<file path="config.mk">
export PLATFORM = sky130hd
export DESIGN_NAME = mpu_table_writer
export DESIGN_NICKNAME = d
export VERILOG_FILES = /design/src/rtl/mpu_table_writer.sv
export SDC_FILE = /design/constraint.sdc
export NUM_CORES = 1
export LEC_CHECK = 0
export BUFFER_PORTS_ARGS = -buffer_cell sky130_fd_sc_hd__clkbuf_2
export CAP_MARGIN = 30
export CORE_ASPECT_RATIO = 0.5
export CORE_MARGIN = 2
export CORE_UTILIZATION = 39
export DETAILED_ROUTE_END_ITERATION = 16
export GPL_TIMING_DRIVEN = 0
export PLACE_DENSITY = 0.66
export SYNTH_ARGS = -nofsm -noshare
export SYNTH_HDL_FRONTEND = slang
export SYNTH_SLANG_ARGS = --single-unit
export TNS_END_PERCENT = 100
</file>
<file path="constraint.sdc">
create_clock -name clk -period 3 [get_ports clk]
set_input_delay 0 -clock clk [delete_from_list [all_inputs] [get_ports clk]]
set_output_delay 0 -clock clk [all_outputs]
set_load 0.03 [all_outputs]
</file>
<file path="src/rtl/mpu_table_writer.sv">
// mpu_table_writer: bus initiator that programs or clears one MPU table entry
// (5 words) through a valid/ready memory bus, in an order that keeps the entry
// invalid until its code range is the last thing written (or the first thing
// cleared).
// Optional feature: define MPU_TABLE_WRITER_READBACK_EN to read back and
// compare all 5 words after the writes.
module mpu_table_writer #(
  parameter int unsigned MPU_START_ADDR = 768,
  parameter int unsigned MPU_ITEM_NUM   = 16,
  parameter int unsigned MPU_ITEM_LEN   = 5,
  parameter int unsigned TIMEOUT        = 64
) (
  input  logic        clk,
  input  logic        resetn,
  input  logic        cmd_valid,
  output logic        cmd_ready,
  input  logic        cmd_clear,
  input  logic [3:0]  cmd_slot,
  input  logic [31:0] cmd_code_start,
  input  logic [31:0] cmd_code_end,
  input  logic [31:0] cmd_data_start,
  input  logic [31:0] cmd_data_end,
  input  logic [2:0]  cmd_acl,
  output logic        mem_valid,
  input  logic        mem_ready,
  output logic [21:0] mem_addr,
  output logic [31:0] mem_wdata,
  output logic [3:0]  mem_wstrb,
  input  logic [31:0] mem_rdata,
  output logic        busy,
  output logic        done,
  output logic [1:0]  err
);

  localparam logic [1:0] ERR_OK      = 2'd0;
  localparam logic [1:0] ERR_SLOT    = 2'd1;
  localparam logic [1:0] ERR_TIMEOUT = 2'd2;
  localparam logic [1:0] ERR_RB      = 2'd3;

  typedef enum logic [1:0] {IDLE, REQ, GAP, FINISH} state_t;

  state_t      state_q, state_d;
  logic [2:0]  beat_q, beat_d;
  logic [15:0] cnt_q, cnt_d;
  logic [1:0]  err_q, err_d;
  logic        cmd_ready_q, cmd_ready_d;
  logic        done_q, done_d;
  logic        clear_q, clear_d;
  logic [3:0]  slot_q, slot_d;
  logic [31:0] code_start_q, code_start_d;
  logic [31:0] code_end_q, code_end_d;
  logic [31:0] data_start_q, data_start_d;
  logic [31:0] data_end_q, data_end_d;
  logic [2:0]  acl_q, acl_d;
  logic        rd;

  logic [2:0]  k;
  logic [31:0] word;
  logic [21:0] byte_addr;

`ifdef MPU_TABLE_WRITER_READBACK_EN
  logic verify_q, verify_d;
  assign rd = verify_q;
`else
  logic unused_rdata;
  assign unused_rdata = ^mem_rdata;
  assign rd = 1'b0;
`endif

  // Map beat index to entry word offset and the word value/address for that beat
  always_comb begin
    k = 3'd0;
    if (clear_q) begin
      case (beat_q)
        3'd0:    k = 3'd1;
        3'd1:    k = 3'd0;
        3'd2:    k = 3'd4;
        3'd3:    k = 3'd2;
        default: k = 3'd3;
      endcase
    end else begin
      case (beat_q)
        3'd0:    k = 3'd4;
        3'd1:    k = 3'd2;
        3'd2:    k = 3'd3;
        3'd3:    k = 3'd0;
        default: k = 3'd1;
      endcase
    end
    word = 32'd0;
    if (!clear_q) begin
      case (k)
        3'd0:    word = code_start_q;
        3'd1:    word = code_end_q;
        3'd2:    word = data_start_q;
        3'd3:    word = data_end_q;
        default: word = {29'd0, acl_q};
      endcase
    end
    byte_addr = 22'(32'd4 * (MPU_START_ADDR + MPU_ITEM_LEN * {28'd0, slot_q} + {29'd0, k}));
  end

  // Next-state logic: command accept, write/read beats, timeout, completion
  always_comb begin
    state_d      = state_q;
    beat_d       = beat_q;
    cnt_d        = cnt_q + 16'd1;
    err_d        = err_q;
    cmd_ready_d  = 1'b0;
    done_d       = 1'b0;
    clear_d      = clear_q;
    slot_d       = slot_q;
    code_start_d = code_start_q;
    code_end_d   = code_end_q;
    data_start_d = data_start_q;
    data_end_d   = data_end_q;
    acl_d        = acl_q;
`ifdef MPU_TABLE_WRITER_READBACK_EN
    verify_d     = verify_q;
`endif
    case (state_q)
      IDLE: begin
        cnt_d = 16'd0;
        // Ready is raised one cycle after valid; transfer happens when both are high.
        cmd_ready_d = cmd_valid && !cmd_ready_q;
        if (cmd_valid && cmd_ready_q) begin
          clear_d      = cmd_clear;
          slot_d       = cmd_slot;
          code_start_d = cmd_code_start;
          code_end_d   = cmd_code_end;
          data_start_d = cmd_data_start;
          data_end_d   = cmd_data_end;
          acl_d        = cmd_acl;
          beat_d       = 3'd0;
          err_d        = ERR_OK;
`ifdef MPU_TABLE_WRITER_READBACK_EN
          verify_d     = 1'b0;
`endif
          if ({28'd0, cmd_slot} >= MPU_ITEM_NUM) begin
            err_d  = ERR_SLOT;
            done_d = 1'b1;
          end else begin
            state_d = REQ;
          end
        end
      end
      REQ: begin
        if (mem_ready) begin
          state_d = GAP;
          cnt_d   = 16'd0;
`ifdef MPU_TABLE_WRITER_READBACK_EN
          if (verify_q && (mem_rdata != word) && (err_q == ERR_OK)) err_d = ERR_RB;
`endif
        end else if (cnt_q == 16'(TIMEOUT - 1)) begin
          err_d   = ERR_TIMEOUT;
          state_d = FINISH;
          done_d  = 1'b1;
        end
      end
      GAP: begin
        // Responder may hold ready for several cycles; wait for it to drop.
        if (!mem_ready) begin
          cnt_d = 16'd0;
          if (beat_q == 3'd4) begin
`ifdef MPU_TABLE_WRITER_READBACK_EN
            if (!verify_q) begin
              verify_d = 1'b1;
              beat_d   = 3'd0;
              state_d  = REQ;
            end else begin
              state_d = FINISH;
              done_d  = 1'b1;
            end
`else
            state_d = FINISH;
            done_d  = 1'b1;
`endif
          end else begin
            beat_d  = beat_q + 3'd1;
            state_d = REQ;
          end
        end else if (cnt_q == 16'(TIMEOUT - 1)) begin
          err_d   = ERR_TIMEOUT;
          state_d = FINISH;
          done_d  = 1'b1;
        end
      end
      default: begin
        cnt_d   = 16'd0;
        state_d = IDLE;
      end
    endcase
  end

  // State and latched-command registers
  always_ff @(posedge clk or negedge resetn) begin
    if (!resetn) begin
      state_q      <= IDLE;
      beat_q       <= 3'd0;
      cnt_q        <= 16'd0;
      err_q        <= ERR_OK;
      cmd_ready_q  <= 1'b0;
      done_q       <= 1'b0;
      clear_q      <= 1'b0;
      slot_q       <= 4'd0;
      code_start_q <= 32'd0;
      code_end_q   <= 32'd0;
      data_start_q <= 32'd0;
      data_end_q   <= 32'd0;
      acl_q        <= 3'd0;
`ifdef MPU_TABLE_WRITER_READBACK_EN
      verify_q     <= 1'b0;
`endif
    end else begin
      state_q      <= state_d;
      beat_q       <= beat_d;
      cnt_q        <= cnt_d;
      err_q        <= err_d;
      cmd_ready_q  <= cmd_ready_d;
      done_q       <= done_d;
      clear_q      <= clear_d;
      slot_q       <= slot_d;
      code_start_q <= code_start_d;
      code_end_q   <= code_end_d;
      data_start_q <= data_start_d;
      data_end_q   <= data_end_d;
      acl_q        <= acl_d;
`ifdef MPU_TABLE_WRITER_READBACK_EN
      verify_q     <= verify_d;
`endif
    end
  end

  assign cmd_ready = cmd_ready_q;
  assign done      = done_q;
  assign err       = err_q;
  assign mem_valid = (state_q == REQ);
  assign busy      = (state_q == REQ) || (state_q == GAP);
  assign mem_addr  = mem_valid ? byte_addr : 22'd0;
  assign mem_wdata = (mem_valid && !rd) ? word : 32'd0;
  assign mem_wstrb = (mem_valid && !rd) ? 4'hF : 4'h0;

endmodule

</file>
Yosys cells after proc, flatten, opt, wreduce, memory -nomap -nowiden

Cells that the tools add are included.

Register bits after elaboration: 161
Input bits: 172
Output and inout bits: 64
Logic and storage cells: 77

$add $sub $neg: 4
Multipliers: 1
Equality and inequality tests: 15
Muxes and demuxes: 32
Reductions and logical operators: 12

Operators with widths:

| operator                | number |
|---|---|
| $pmux W32 S4            | 1 |
| $mux W32                | 2 |
| $mux W16                | 2 |
| $pmux W16 S2            | 1 |
| $pmux W3 S4             | 2 |
| $mux W2                 | 9 |
| $add A16 B1 Y16 const B | 1 |
| $eq A16 B6 Y1 const B   | 1 |
| $mux W14                | 1 |
| $add A11 B3 Y12         | 1 |
| $eq A3 B2 Y1 const B    | 4 |
| $mux W3                 | 4 |
| $pmux W2 S3             | 2 |
| $add A10 B7 Y11 const A | 1 |
| $ne A2 B2 Y1 const B    | 5 |
| $reduce_and A4 Y1       | 2 |
| $mul A3 B4 Y7 const A   | 1 |
| $eq A3 B1 Y1 const B    | 2 |
| $logic_not A3 Y1        | 2 |
| $pmux W3 S2             | 1 |
| $mux W1                 | 5 |
| $mux W4                 | 1 |
| $add A3 B1 Y3 const B   | 1 |
| $eq A3 B3 Y1 const B    | 1 |
| other kinds (10)        | 11 |

Longest topological paths before layout

Depth after elaboration: 7
Mapped depth: 15
Depth with buffers taken out: 13

Least setup slack after synthesis

OpenSTA, ideal clock, no wires.

Kind: register -> output
Start: reg beat_q[2]
End: out mem_addr[7]
Data arrival time: 3.195 ns
Data required time: 3.000 ns
Slack: -0.195 ns
Cell stages (with the launch flop): 16
Buffers on the path: 3
Cells stage by stage: dfrtp_1 > buf_2 > inv_1 > ha_1 > clkbuf_1 > clkbuf_1 > o311ai_0 > o21ai_0 > nand2_1 > ha_1 > ha_1 > fa_1 > a21o_1 > a21oi_1 > xnor2_1 > and2_1

Word-level cells in the longest chain between the ends: 5
Elaborated cells on any way between the ends: 9
Those cells by class: add/sub (1); eq/ne (3); mux (4); reduce/logical (1)

RTL lines:

| what                                       | line   | text |
|---|---|---|
| start, declared                            | 43     | `logic [2:0] beat_q, beat_d;` |
| start signal, assigned                     | 216    | `beat_q <= beat_d;` |
| $eq A3 B2 Y1, or another cell as far along | 74, 82 |  |
| $pmux W3 S4, on equally long branches      | 82, 74 |  |
| $mux W3 (*)                                | 73     | `if (clear_q) begin` |
| $add A11 B3 Y12 (*)                        | 100    | `byte_addr = 22'(32'd4 * (MPU_START_ADDR + MPU_ITEM_LEN * {28'd0, slot_q} + {29'd0, k}));` |
| $mux W14 (*)                               | 239    | `assign mem_addr = mem_valid ? byte_addr : 22'd0;` |
| end, declared                              | 26     | `output logic [21:0] mem_addr,` |

Every way passes the cells marked *; elsewhere a longest branch is shown, timed or not.

Worst setup path after layout

Start: reg beat_q[0]
End: out mem_addr[7]

Same word-level chain as after synthesis.

==> impl_metrics.json <==
{
  "status": "complete, but fails checks",
  "failed_checks": "negative setup slack",
  "clock_path_buffers": 2,
  "cts.sinks": 160,
  "peakVddDrop_mv": 0.4366,
  "worstReg2RegStart": "state_q[0]",
  "post-synth-top-area-cell": "dfrtp_1",
  "post-route-period-util_pct": 106.5,
  "port_buffers": 189,
  "arrival_ns": 3.19,
  "clock.fmax_mhz": 313.0,
  "hold_ws_ns": 0.09706,
  "n_fill_cell": 1613,
  "clkSlewWorstSetupHoldPaths_ns": 0.06,
  "async_flop_share_pct": 100.0,
  "hp-class": "input port to asynchronous set/reset pin",
  "wl_per_cell_um": 17.46,
  "drc": 0,
  "drt-initial-drc-count": 276,
  "finalHoldViolations": 0,
  "setup_tns_ns": -0.2821,
  "grtUsageTotal_pct": 21.64,
  "final_net_count": 1238,
  "tightest_slew_ns": 0.7209,
  "dominantRegCellSynth": "dfrtp_1",
  "drive_above_1_share_pct": 42.71,
  "seq_area_sq_um": 4005,
  "finClkSkew_ns": 0.01109,
  "vias": 6821,
  "cts_root_buffer": "clkbuf_16",
  "core-area_sq_um": 19770,
  "synth.area.top_cells": "dfrtp_1 (50%), mux2_2 (19%), a22oi_1 (5.5%)",
  "detail-route-antenna-nets": 0,
  "p_leak_nw": 5.249,
  "grt_pass1_wl_mm": 36.38,
  "firstDrtPassIters": 5,
  "reg2reg_depth": 7,
  "total_power_mw": 9.115,
  "synth_cells": 670,
  "syn_to_final_growth_pct": 46.85,
  "vias_per_cell": 5.148,
  "critPathLaunchType": "register",
  "numCtsBuffers": 17,
  "initial_core_util_pct": 40.34,
  "r2r-end": "data_start_q[1]",
  "slew_viol_final": 0,
  "dp_hpwl_mm": 14.82,
  "maxSlewHeadroom_pct": 51.94,
  "layout.cells.most_common_list": "clkbuf_2 (183), dfrtp_1 (159), dlygate4sd3_1 (139), mux2_2 (137), a22oi_1 (58)",
  "dp_slack_ns": -0.4151,
  "fin_ws_ns": -0.1946,
  "p_per_area_nw_per_um2": 778.2,
  "rows": 36,
  "cts_tree": "yes",
  "grt_max_degree": 109,
  "synth-seq-cells": 160,
  "reg2reg_slack_ns": 0.19,
  "drv_cap": 0,
  "cp-end-kind": "output port",
  "avgSynthCellArea_sq_um": 11.91,
  "yosys_warnings": 0,
  "final_common_cell": "clkbuf_2",
  "dieWidth_um": 206.3,
  "grt_pass1_vias": 7245,
  "syn_area_sq_um": 7976,
  "cp_max_fo": 5,
  "rsz0062_at_grt": "yes",
  "pin_count": 236,
  "ys_types": 53,
  "period_needed_ns": 3.195,
  "die_area_sq_um": 21680,
  "grt_overflow": 0,
  "yosysSeqAreaShare_pct": 50.20,
  "synth_top_area_share_pct": 50.20,
  "multi_input_area_sq_um": 3822,
  "htree_levels": 4,
  "setup_viol_count_final": 3,
  "gp_congestion": 0.8209,
  "antenna_found_initial": 3,
  "die_height_um": 105.1,
  "clock_latency_ns": 0.43,
  "worstPathRequired_ns": 3.00,
  "finalWirelength_mm": 23.13,
  "synth-edff-count": 0,
  "crit_type": "register to output port"
}
==> critical path: stages (launching register included) <==
cell and delay [ns]:
dfrtp_2 0.45, inv_4 0.07, ha_4 0.16, or3_4 0.39, nand2_2 0.08, nand2_2 0.08
o31ai_4 0.08, ha_4 0.24, ha_4 0.16, fa_2 0.33, a21o_1 0.18, a21oi_2 0.15
xnor2_1 0.13, and2_4 0.16, buf_8 0.12
==> final cells by class <==
cell class,count,share of cell area (%)
repair buffers,345,21.74
inverters,10,0.3632
clock buffers,21,4.016
flip-flops and latches,160,34.19
multi-input cells,451,32.63
well taps,266,2.841
diodes,3,0.06409
plain buffers,58,3.269
clock inverters,11,0.8866
==> synthesized netlist by cell type (4+ instances only) <==
cell	instances
and2_1	10
o21ai_1	10
nor3_1	6
o21ai_0	33
mux2_2	137
a22oi_1	58
nand2_1	24
xor2_1	7
nor2_1	23
xnor2_1	5
ha_1	22
o31ai_1	6
clkbuf_1	25
nand3_1	8
a21o_1	4
dfrtp_1	160
and4_1	4
nand2b_1	8
buf_2	12
buf_4	22
or4_1	4
inv_1	10
a21oi_1	16
nor2b_1	8
==> kinds of logic after synthesis <==
kind of cell,share of synthesized area (%)
fa+ha+maj,3.702
mux,19.34
simple gates,7.263
other cells,0.04701
xor+xnor,1.318
buf+inv,4.941
compound gates,13.19
flops,50.20
==> repair_timing <==
item | 4_1_cts | 5_1_grt
pin swaps | 16 | 8
endpoints found under the setup margin | 38 | 31
gates resized for setup | 71 | 14
hold buffers | 139 | 0
gates cloned | 0 | 0
hold endpoints to repair | 190 | 0
buffers inserted | 14 | 2
==> where the power goes <==
group          switching, mW  leakage, nW  internal, mW
registers              0.547         1.95          3.11
logic                   1.52         3.02          1.81
clock network          0.912        0.280          1.22
total                   2.97         5.25          6.14
==> routing by layer <==
| layer | vias up | routed length, um | track usage, % |
|---|---|---|---|
| met2 | 190 | 11910 | 38.49 |
| met1 | 3417 | 9739 | 25.65 |
| li1 | 3169 | - | - |
| met3 | 45 | 914 | 4.242 |
| met4 | 0 | 563 | 8.622 |
| met5 | - | 0 | 0 |
==> through the flow <==
step / instance area, sq um / instances / util [%]
3_3_place_gp: 9308 / 1138 / 47.07
6_report: 11710 / 1325 / 59.24
4_1_cts: 11690 / 1322 / 59.11
2_1_floorplan: 8029 / 683 / -
3_5_place_dp: 9344 / 1139 / 47.25
5_1_grt: 11710 / 1325 / 59.24
==> state kept, by name, summed over array words and instances (netlist names) <==
| register | count |
|---|---|
| code_end_q | 32 |
| beat_q | 3 |
| state_q | 2 |
| cnt_q | 16 |
| code_start_q | 32 |
| cmd_ready | 1 |
| data_end_q | 32 |
| acl_q | 3 |
| err | 1 |
| data_start_q | 32 |
| done | 1 |
| slot_q | 4 |
| clear_q | 1 |
==> worst max-delay path by stage <==
| stage | end | slack [ns] | depth (start not counted) | start |
|---|---|---|---|---|
| 4_1_cts | mem_addr[7] | -0.36 | 15 | beat_q[0] |
| 2_1_floorplan | mem_addr[7] | 0.03 | 15 | beat_q[0] |
| 3_5_place_dp | mem_addr[7] | -0.42 | 16 | beat_q[2] |
| 3_3_place_gp | slot_q[1] | -0.86 | 1 | resetn |
| 5_1_grt | mem_addr[7] | -0.34 | 14 | beat_q[0] |
| 6_report | mem_addr[7] | -0.19 | 14 | beat_q[0] |
No activity file was read; power rests on OpenSTA's default activity.
